--- src/rtl/poolb_ctrl_u3_if.sv ---
// Handshake/bus bundle between the pool sequencer and its buffers/datapath.
// master = sequencer side, slave = the environment that pulses start and consumes strobes.
interface poolb_ctrl_u3_if #(
    parameter int RD_ADDR_WIDTH = 13,
    parameter int WR_ADDR_WIDTH = 11
);
    logic                     start;
    logic                     rd_en;
    logic [RD_ADDR_WIDTH-1:0] rd_addr_A;
    logic [RD_ADDR_WIDTH-1:0] rd_addr_B;
    logic                     fifo_enable;
    logic                     pool_enable;
    logic                     wr_en;
    logic [WR_ADDR_WIDTH-1:0] wr_addr;
    logic                     busy;
    logic                     done;

    modport master (
        input  start,
        output rd_en, rd_addr_A, rd_addr_B, fifo_enable, pool_enable,
        output wr_en, wr_addr, busy, done
    );

    modport slave (
        output start,
        input  rd_en, rd_addr_A, rd_addr_B, fifo_enable, pool_enable,
        input  wr_en, wr_addr, busy, done
    );
endinterface

--- src/rtl/poolb_ctrl_u3.sv ---
// Sequencer for the three-unit max-pool datapath: streams paired even/odd rows,
// applies buffer and pool latencies to the datapath strobes, and addresses the output buffer.
module poolb_ctrl_u3 #(
    parameter int IFM_SIZE      = 32,
    parameter int IFM_DEPTH     = 16,
    parameter int KERNAL_SIZE   = 2,
    parameter int POOL_LATENCY  = 1,
    localparam int NUM_PASSES   = (IFM_DEPTH + 2) / 3,
    parameter int RD_ADDR_WIDTH = $clog2(NUM_PASSES * IFM_SIZE * IFM_SIZE),
    parameter int WR_ADDR_WIDTH = $clog2(NUM_PASSES * (IFM_SIZE / 2) ** 2)
) (
    input logic             clk,
    input logic             reset,
    poolb_ctrl_u3_if.master bus
);

    localparam int COL_W  = (IFM_SIZE > 2) ? $clog2(IFM_SIZE) : 1;
    localparam int ROW_W  = (IFM_SIZE > 2) ? $clog2(IFM_SIZE / 2) : 1;
    localparam int PASS_W = (NUM_PASSES > 1) ? $clog2(NUM_PASSES) : 1;

    localparam logic [COL_W-1:0]  COL_LAST  = COL_W'(IFM_SIZE - 1);
    localparam logic [ROW_W-1:0]  ROW_LAST  = ROW_W'(IFM_SIZE / 2 - 1);
    localparam logic [PASS_W-1:0] PASS_LAST = PASS_W'(NUM_PASSES - 1);

    // End of a row pair: skip over the odd row that port B has already covered.
    localparam logic [RD_ADDR_WIDTH-1:0] ROW_STEP = RD_ADDR_WIDTH'(IFM_SIZE * (KERNAL_SIZE - 1) + 1);
    localparam logic [RD_ADDR_WIDTH-1:0] B_OFFSET = RD_ADDR_WIDTH'(IFM_SIZE);

    typedef enum logic [1:0] {
        S_IDLE,
        S_READ,
        S_DRAIN
    } state_t;

    state_t                   state_q, state_d;
    logic [COL_W-1:0]         col_q, col_d;
    logic [ROW_W-1:0]         orow_q, orow_d;
    logic [PASS_W-1:0]        pass_q, pass_d;
    logic [RD_ADDR_WIDTH-1:0] rd_addr_a_q, rd_addr_a_d;
    logic [RD_ADDR_WIDTH-1:0] rd_addr_b_q, rd_addr_b_d;
    logic                     fifo_enable_q, fifo_enable_d;
    logic                     pool_enable_q, pool_enable_d;
    logic [POOL_LATENCY-1:0]  pipe_q, pipe_d;
    logic [WR_ADDR_WIDTH-1:0] wr_addr_q, wr_addr_d;
    logic                     wr_first_q, wr_first_d;
    logic                     done_q, done_d;

    logic rd_en;
    logic wr_en;
    logic last_rd;
    logic inflight;

    assign rd_en    = (state_q == S_READ);
    assign wr_en    = pipe_q[POOL_LATENCY-1];
    assign last_rd  = (col_q == COL_LAST) && (orow_q == ROW_LAST) && (pass_q == PASS_LAST);
    // Any pool strobe still travelling toward wr_en (top stage excluded).
    assign inflight = pool_enable_q | (|(pipe_q << 1));

    always_comb begin
        state_d       = state_q;
        col_d         = col_q;
        orow_d        = orow_q;
        pass_d        = pass_q;
        rd_addr_a_d   = rd_addr_a_q;
        rd_addr_b_d   = rd_addr_b_q;
        wr_addr_d     = wr_addr_q;
        wr_first_d    = wr_first_q;
        done_d        = 1'b0;
        fifo_enable_d = rd_en;
        pool_enable_d = rd_en & col_q[0];
        pipe_d        = POOL_LATENCY'({pipe_q, pool_enable_q});

        // Address moves only just before a write so it holds the last written value.
        if (pipe_d[POOL_LATENCY-1]) begin
            wr_first_d = 1'b0;
            if (!wr_first_q) begin
                wr_addr_d = wr_addr_q + 1'b1;
            end
        end

        case (state_q)
            S_IDLE: begin
                if (bus.start) begin
                    state_d     = S_READ;
                    col_d       = '0;
                    orow_d      = '0;
                    pass_d      = '0;
                    rd_addr_a_d = '0;
                    rd_addr_b_d = B_OFFSET;
                    wr_addr_d   = '0;
                    wr_first_d  = 1'b1;
                end
            end
            S_READ: begin
                if (last_rd) begin
                    state_d = S_DRAIN;
                end else begin
                    if (col_q == COL_LAST) begin
                        col_d       = '0;
                        rd_addr_a_d = rd_addr_a_q + ROW_STEP;
                        if (orow_q == ROW_LAST) begin
                            orow_d = '0;
                            pass_d = pass_q + 1'b1;
                        end else begin
                            orow_d = orow_q + 1'b1;
                        end
                    end else begin
                        col_d       = col_q + 1'b1;
                        rd_addr_a_d = rd_addr_a_q + 1'b1;
                    end
                    rd_addr_b_d = rd_addr_a_d + B_OFFSET;
                end
            end
            S_DRAIN: begin
                if (wr_en && !inflight) begin
                    state_d = S_IDLE;
                    done_d  = 1'b1;
                end
            end
            default: state_d = S_IDLE;
        endcase
    end

    always_ff @(posedge clk or negedge reset) begin
        if (!reset) begin
            state_q       <= S_IDLE;
            col_q         <= '0;
            orow_q        <= '0;
            pass_q        <= '0;
            rd_addr_a_q   <= '0;
            rd_addr_b_q   <= '0;
            fifo_enable_q <= 1'b0;
            pool_enable_q <= 1'b0;
            pipe_q        <= '0;
            wr_addr_q     <= '0;
            wr_first_q    <= 1'b0;
            done_q        <= 1'b0;
        end else begin
            state_q       <= state_d;
            col_q         <= col_d;
            orow_q        <= orow_d;
            pass_q        <= pass_d;
            rd_addr_a_q   <= rd_addr_a_d;
            rd_addr_b_q   <= rd_addr_b_d;
            fifo_enable_q <= fifo_enable_d;
            pool_enable_q <= pool_enable_d;
            pipe_q        <= pipe_d;
            wr_addr_q     <= wr_addr_d;
            wr_first_q    <= wr_first_d;
            done_q        <= done_d;
        end
    end

    assign bus.rd_en       = rd_en;
    assign bus.rd_addr_A   = rd_addr_a_q;
    assign bus.rd_addr_B   = rd_addr_b_q;
    assign bus.fifo_enable = fifo_enable_q;
    assign bus.pool_enable = pool_enable_q;
    assign bus.wr_en       = wr_en;
    assign bus.wr_addr     = wr_addr_q;
    assign bus.busy        = (state_q != S_IDLE);
    assign bus.done        = done_q;

endmodule

--- src/flat_wrapper.sv ---
// flat-port wrapper written by rule: the top's interface ports become plain ports
module poolb_ctrl_u3_flat 
#(
    parameter int IFM_SIZE      = 32,
    parameter int IFM_DEPTH     = 16,
    parameter int KERNAL_SIZE   = 2,
    parameter int POOL_LATENCY  = 1,
    localparam int NUM_PASSES   = (IFM_DEPTH + 2) / 3,
    parameter int RD_ADDR_WIDTH = $clog2(NUM_PASSES * IFM_SIZE * IFM_SIZE),
    parameter int WR_ADDR_WIDTH = $clog2(NUM_PASSES * (IFM_SIZE / 2) ** 2)
)
  (clk, reset, bus_start, bus_rd_en, bus_rd_addr_A, bus_rd_addr_B, bus_fifo_enable, bus_pool_enable, bus_wr_en, bus_wr_addr, bus_busy, bus_done);
  poolb_ctrl_u3_if #(.RD_ADDR_WIDTH(RD_ADDR_WIDTH), .WR_ADDR_WIDTH(WR_ADDR_WIDTH)) bus_i ();
  input logic clk;
  input logic reset;
  input wire logic [$bits(bus_i.start)-1:0] bus_start;
  output wire logic [$bits(bus_i.rd_en)-1:0] bus_rd_en;
  output wire logic [$bits(bus_i.rd_addr_A)-1:0] bus_rd_addr_A;
  output wire logic [$bits(bus_i.rd_addr_B)-1:0] bus_rd_addr_B;
  output wire logic [$bits(bus_i.fifo_enable)-1:0] bus_fifo_enable;
  output wire logic [$bits(bus_i.pool_enable)-1:0] bus_pool_enable;
  output wire logic [$bits(bus_i.wr_en)-1:0] bus_wr_en;
  output wire logic [$bits(bus_i.wr_addr)-1:0] bus_wr_addr;
  output wire logic [$bits(bus_i.busy)-1:0] bus_busy;
  output wire logic [$bits(bus_i.done)-1:0] bus_done;
  assign bus_i.start = bus_start;
  assign bus_rd_en = bus_i.rd_en;
  assign bus_rd_addr_A = bus_i.rd_addr_A;
  assign bus_rd_addr_B = bus_i.rd_addr_B;
  assign bus_fifo_enable = bus_i.fifo_enable;
  assign bus_pool_enable = bus_i.pool_enable;
  assign bus_wr_en = bus_i.wr_en;
  assign bus_wr_addr = bus_i.wr_addr;
  assign bus_busy = bus_i.busy;
  assign bus_done = bus_i.done;
  poolb_ctrl_u3 #(.IFM_SIZE(IFM_SIZE), .IFM_DEPTH(IFM_DEPTH), .KERNAL_SIZE(KERNAL_SIZE), .POOL_LATENCY(POOL_LATENCY), .RD_ADDR_WIDTH(RD_ADDR_WIDTH), .WR_ADDR_WIDTH(WR_ADDR_WIDTH)) u_core (.clk(clk), .reset(reset), .bus(bus_i));
endmodule
--- config.mk ---
export PLATFORM = sky130hd
export DESIGN_NAME = poolb_ctrl_u3_flat
export DESIGN_NICKNAME = d
export VERILOG_FILES = /design/src/rtl/poolb_ctrl_u3_if.sv /design/src/rtl/poolb_ctrl_u3.sv /design/src/flat_wrapper.sv
export SDC_FILE = /design/constraint.sdc
export NUM_CORES = 1
export LEC_CHECK = 0
export CAP_MARGIN = 20
export CORE_MARGIN = 2
export CORE_UTILIZATION = 57
export CTS_BUF_LIST = sky130_fd_sc_hd__clkbuf_4 sky130_fd_sc_hd__clkbuf_8 sky130_fd_sc_hd__clkbuf_16
export DETAILED_ROUTE_END_ITERATION = 6
export PLACE_DENSITY = 0.85
export SYNTH_ARGS = -nofsm -noshare
export SYNTH_HDL_FRONTEND = slang
export SYNTH_SLANG_ARGS = --single-unit
--- constraint.sdc ---
create_clock -name clk -period 6.56 [get_ports clk]
set_clock_uncertainty 0.15 [all_clocks]
set_input_delay 1.312 -clock clk [delete_from_list [all_inputs] [get_ports clk]]
set_output_delay 1.312 -clock clk [all_outputs]
set_load 0.01 [all_outputs]
==> summary.txt <==
Critical path
  • Crit path cell chain: ha_1 -> and3_1 -> ha_1 -> ha_1 -> and3_1 -> a311oi_1 -> nor2_1 -> ha_1 -> nand2b_1 -> mux2i_1 -> nand4_1 -> xor2_1 -> o21ai_1
  • Worst Path Arrival: 3550 ps
  • CP bufs+invs: 0
  • Crit path largest cell delay: 530 ps
  • Crit Path Max Fanout: 7
  • Crit Path Class: reg -> reg
  • Critical path capture point type: flop
  • CP max stage cell: a311oi_1
  • Most frequent CP cell: ha_1
  • Crit-path leading delay family: adder cells
  • Worst path required time: 6580 ps
  • Critical Path Start Type: flop

Floorplanning
  • Die Y: 72.6 um
  • Std-Cell Rows: 24
  • Die Width: 72.6 um
  • Die ar.: 0.00527 mm2
  • Core area: 0.00444 mm2
  • Initial core utilization: 60.4%
  • IO Pins: 46

Placement
  • Post-DP HPWL: 4080 um
  • GPL Wtd Cong: 0.888
  • Placed cell area: 0.00311 mm2
  • Worst slack, placed: 3110 ps
  • IO Port Bufs: 45

Timing
  • Tmin final: 3530 ps
  • Headroom to the max-slew limit: 42.0%
  • # setup viols final: 0
  • Fin crit share: 53.8%
  • Worst-margin pin slew: 866 ps
  • Setup ws final: 3030 ps
  • Fin. Hold Viols: 0
  • RSZ-0062 raised after global routing: no
  • F_max: 283 MHz
  • Setup tns final: 0 ps
  • Slew Limit Fails: 0

Route
  • DRC: 0
  • Final WL: 5940 um
  • Vias per cell: 6.14
  • DRT iter0 DRCs: 215
  • Drt pass-1 iters: 4
  • Vias: 2,279
  • Routed WL per cell: 16.0 um
  • Antenna viol nets, final: 0

GRT
  • Remaining global-route overflow: 0
  • Global-route wire length before repair: 10,100 um
  • Pin count of the biggest net entering global routing: 52
  • GRT Total Usage: 24.6%
  • Initial antenna violation count: 0
  • Vias in the first global route: 2,164

Outcome
  • Outcome: finished, final reports clean

Power
  • NetSw: 530 uW
  • Internal power: 854 uW
  • Peak supply drop: 0.000246 V
  • Power Total: 1380 uW
  • Clock power frac: 13.1%
  • Comb pwr share: 44.5%
  • Pwr per Cell Area: 433 mW/mm2
  • Switching share of power: 38.3%
  • Lkg Pwr: 0.00135 uW
  • Sequential Power Share: 42.4%

Synth
  • Sequential share of the synthesized area: 47.6%
  • Top cells by area, synth: dfrtp_1 (48%), nand2_1 (4.8%), o21ai_0 (4.5%)
  • Post-synth top cells: dfrtp_1 (51), nand2_1 (34), o21ai_0 (24), nor2_1 (22), nand3_1 (17)
  • Asr flop ratio synth: 100%
  • Post-synth net total: 293
  • Synth Flop Type: dfrtp_1
  • Flops & latches, synth: 51
  • Post-Synthesis Cell Area: 0.00268 mm2
  • Syn avg cell area: 9.55 um2
  • Yosys warns: 0
  • Most frequent cell after synthesis: dfrtp_1
  • Leading area contributor after synthesis: dfrtp_1
  • Synth cell types: 46
  • Post-synth top area share: 47.6%
  • Number of synthesized flops with an enable pin: 0
  • Mapped Cells: 281

Layout
  • Core Util, Final: 72.0%
  • Layout cells sized above 1: 6.27%
  • Final net count: 330
  • Filler Cell Count: 333
  • Synthesis-to-finish area growth: 19.3%
  • # diodes: 0
  • Design area: 0.00320 mm2

Flow run
  • Max-cap violations: 0

Clock network
  • CTS tree: yes
  • Clock-pin slew on the worst setup and hold paths: 90 ps
  • Worst-Skew Late Latency: 310 ps
  • Setup repair bufs after CTS: 0
  • Root Buffer: clkbuf_8
  • Cts bufs inserted: 5
  • TritonCTS Sinks: 51
  • H-tree level count: 2
  • Cts hold-fix bufs: 0
  • Post-CTS resize count: 0
  • Max Buffers Root-to-Sink: 2

Min path
  • Worst Hold Class: reg -> reg
## power by group through the flow
stage | clock (uW) | sequential, uW | combinational, uW
6_report | 182 | 587 | 616
5_1_grt | 199 | 609 | 678
4_1_cts | 186 | 585 | 618
3_5_place_dp | 0 | 589 | 612
3_3_place_gp | 0 | 583 | 587
2_1_floorplan | 0 | 590 | 339
## per-stage QoR
step | hold WS (ps) | instances
floorplan | 293 | 281
global placement | 291 | 363
detailed placement | 301 | 363
CTS | 322 | 371
global route | 349 | 371
finish | 311 | 371
## worst register-to-register path: cells and delay by family, from the launching register on
| family | cells | cell delay [ps] |
|---|---|---|
| xor+xnor | 1 | 170 |
| mux | 1 | 120 |
| flops | 1 | 430 |
| fa+ha+maj | 4 | 1110 |
| compound gates | 2 | 600 |
| simple gates | 5 | 810 |
## per-layer routing
layer  routed length, um  GRT usage [%]  part of all wire, %
met5                   0              0                    0
met1                2590           33.0                   44
met4                 105           8.85                  1.8
met2                2850           40.0                   48
met3                 391           4.97                  6.6
## layout by cell type, fill, tap and decap left out, drive strengths merged, types with 5 or more instances in the layout
cell type	count
ha	9
inv	9
xor2	12
a22o	6
nand4	6
nand3	18
dfrtp	51
a21oi	5
nor2	22
nand2b	6
o21ai	28
and3	6
o211ai	6
or3	6
clkdlybuf4s50	44
nand2	35
clkbuf	6
## path summary, 6_finish.rpt
path	start	to	slack [ps]	cells past startpoint
max reg2reg	u_core.col_q[0]$_DFFE_PN0P_	u_core.bus.rd_addr_B[11]$_DFFE_PN0P_	3030	13
min	u_core.bus.pool_enable$_DFF_PN0_	u_core.bus.wr_en$_DFF_PN0_	310	0
max	u_core.col_q[0]$_DFFE_PN0P_	u_core.bus.rd_addr_B[11]$_DFFE_PN0P_	3030	13
max in group asynchronous	reset	u_core.bus.rd_addr_A[5]$_DFFE_PN0P_	4870	2
min reg2reg	u_core.bus.pool_enable$_DFF_PN0_	u_core.bus.wr_en$_DFF_PN0_	310	0
min in group asynchronous	reset	u_core.bus.wr_addr[10]$_DFF_PN0_	940	2
## cells by family after synthesis
kind of cell               after synthesis  share of synthesized area, %
and+or+nand+nor                        113                          21.1
buffers and inverters                   25                          4.57
AOI/OAI and AO/OA                       65                          16.6
adders and majority gates                9                          4.20
xor gates and xnor gates                16                          5.22
muxes                                    2                         0.746
DFF                                     51                          47.6
## layout make-up
type	count	area (um2)	share of cell area [%]
multi-input cells	205	1280	40.1
well taps	52	65.1	2.03
inverters	9	33.8	1.06
clock buffers	6	76.3	2.38
clock inverters	2	12.5	0.391
flip-flops and latches	51	1280	39.9
repair buffers	46	453	14.2
## state kept, by name, indices dropped and copies added, names as in the netlist, 2 cells and up
name / flops
u_core.bus.rd_addr_B: 13
u_core.orow_q: 4
u_core.col_q: 5
u_core.bus.rd_addr_A: 8
u_core.bus.wr_addr: 11
u_core.pass_q: 3
u_core.state_q: 2
Power figures use the tool's default switching activity.
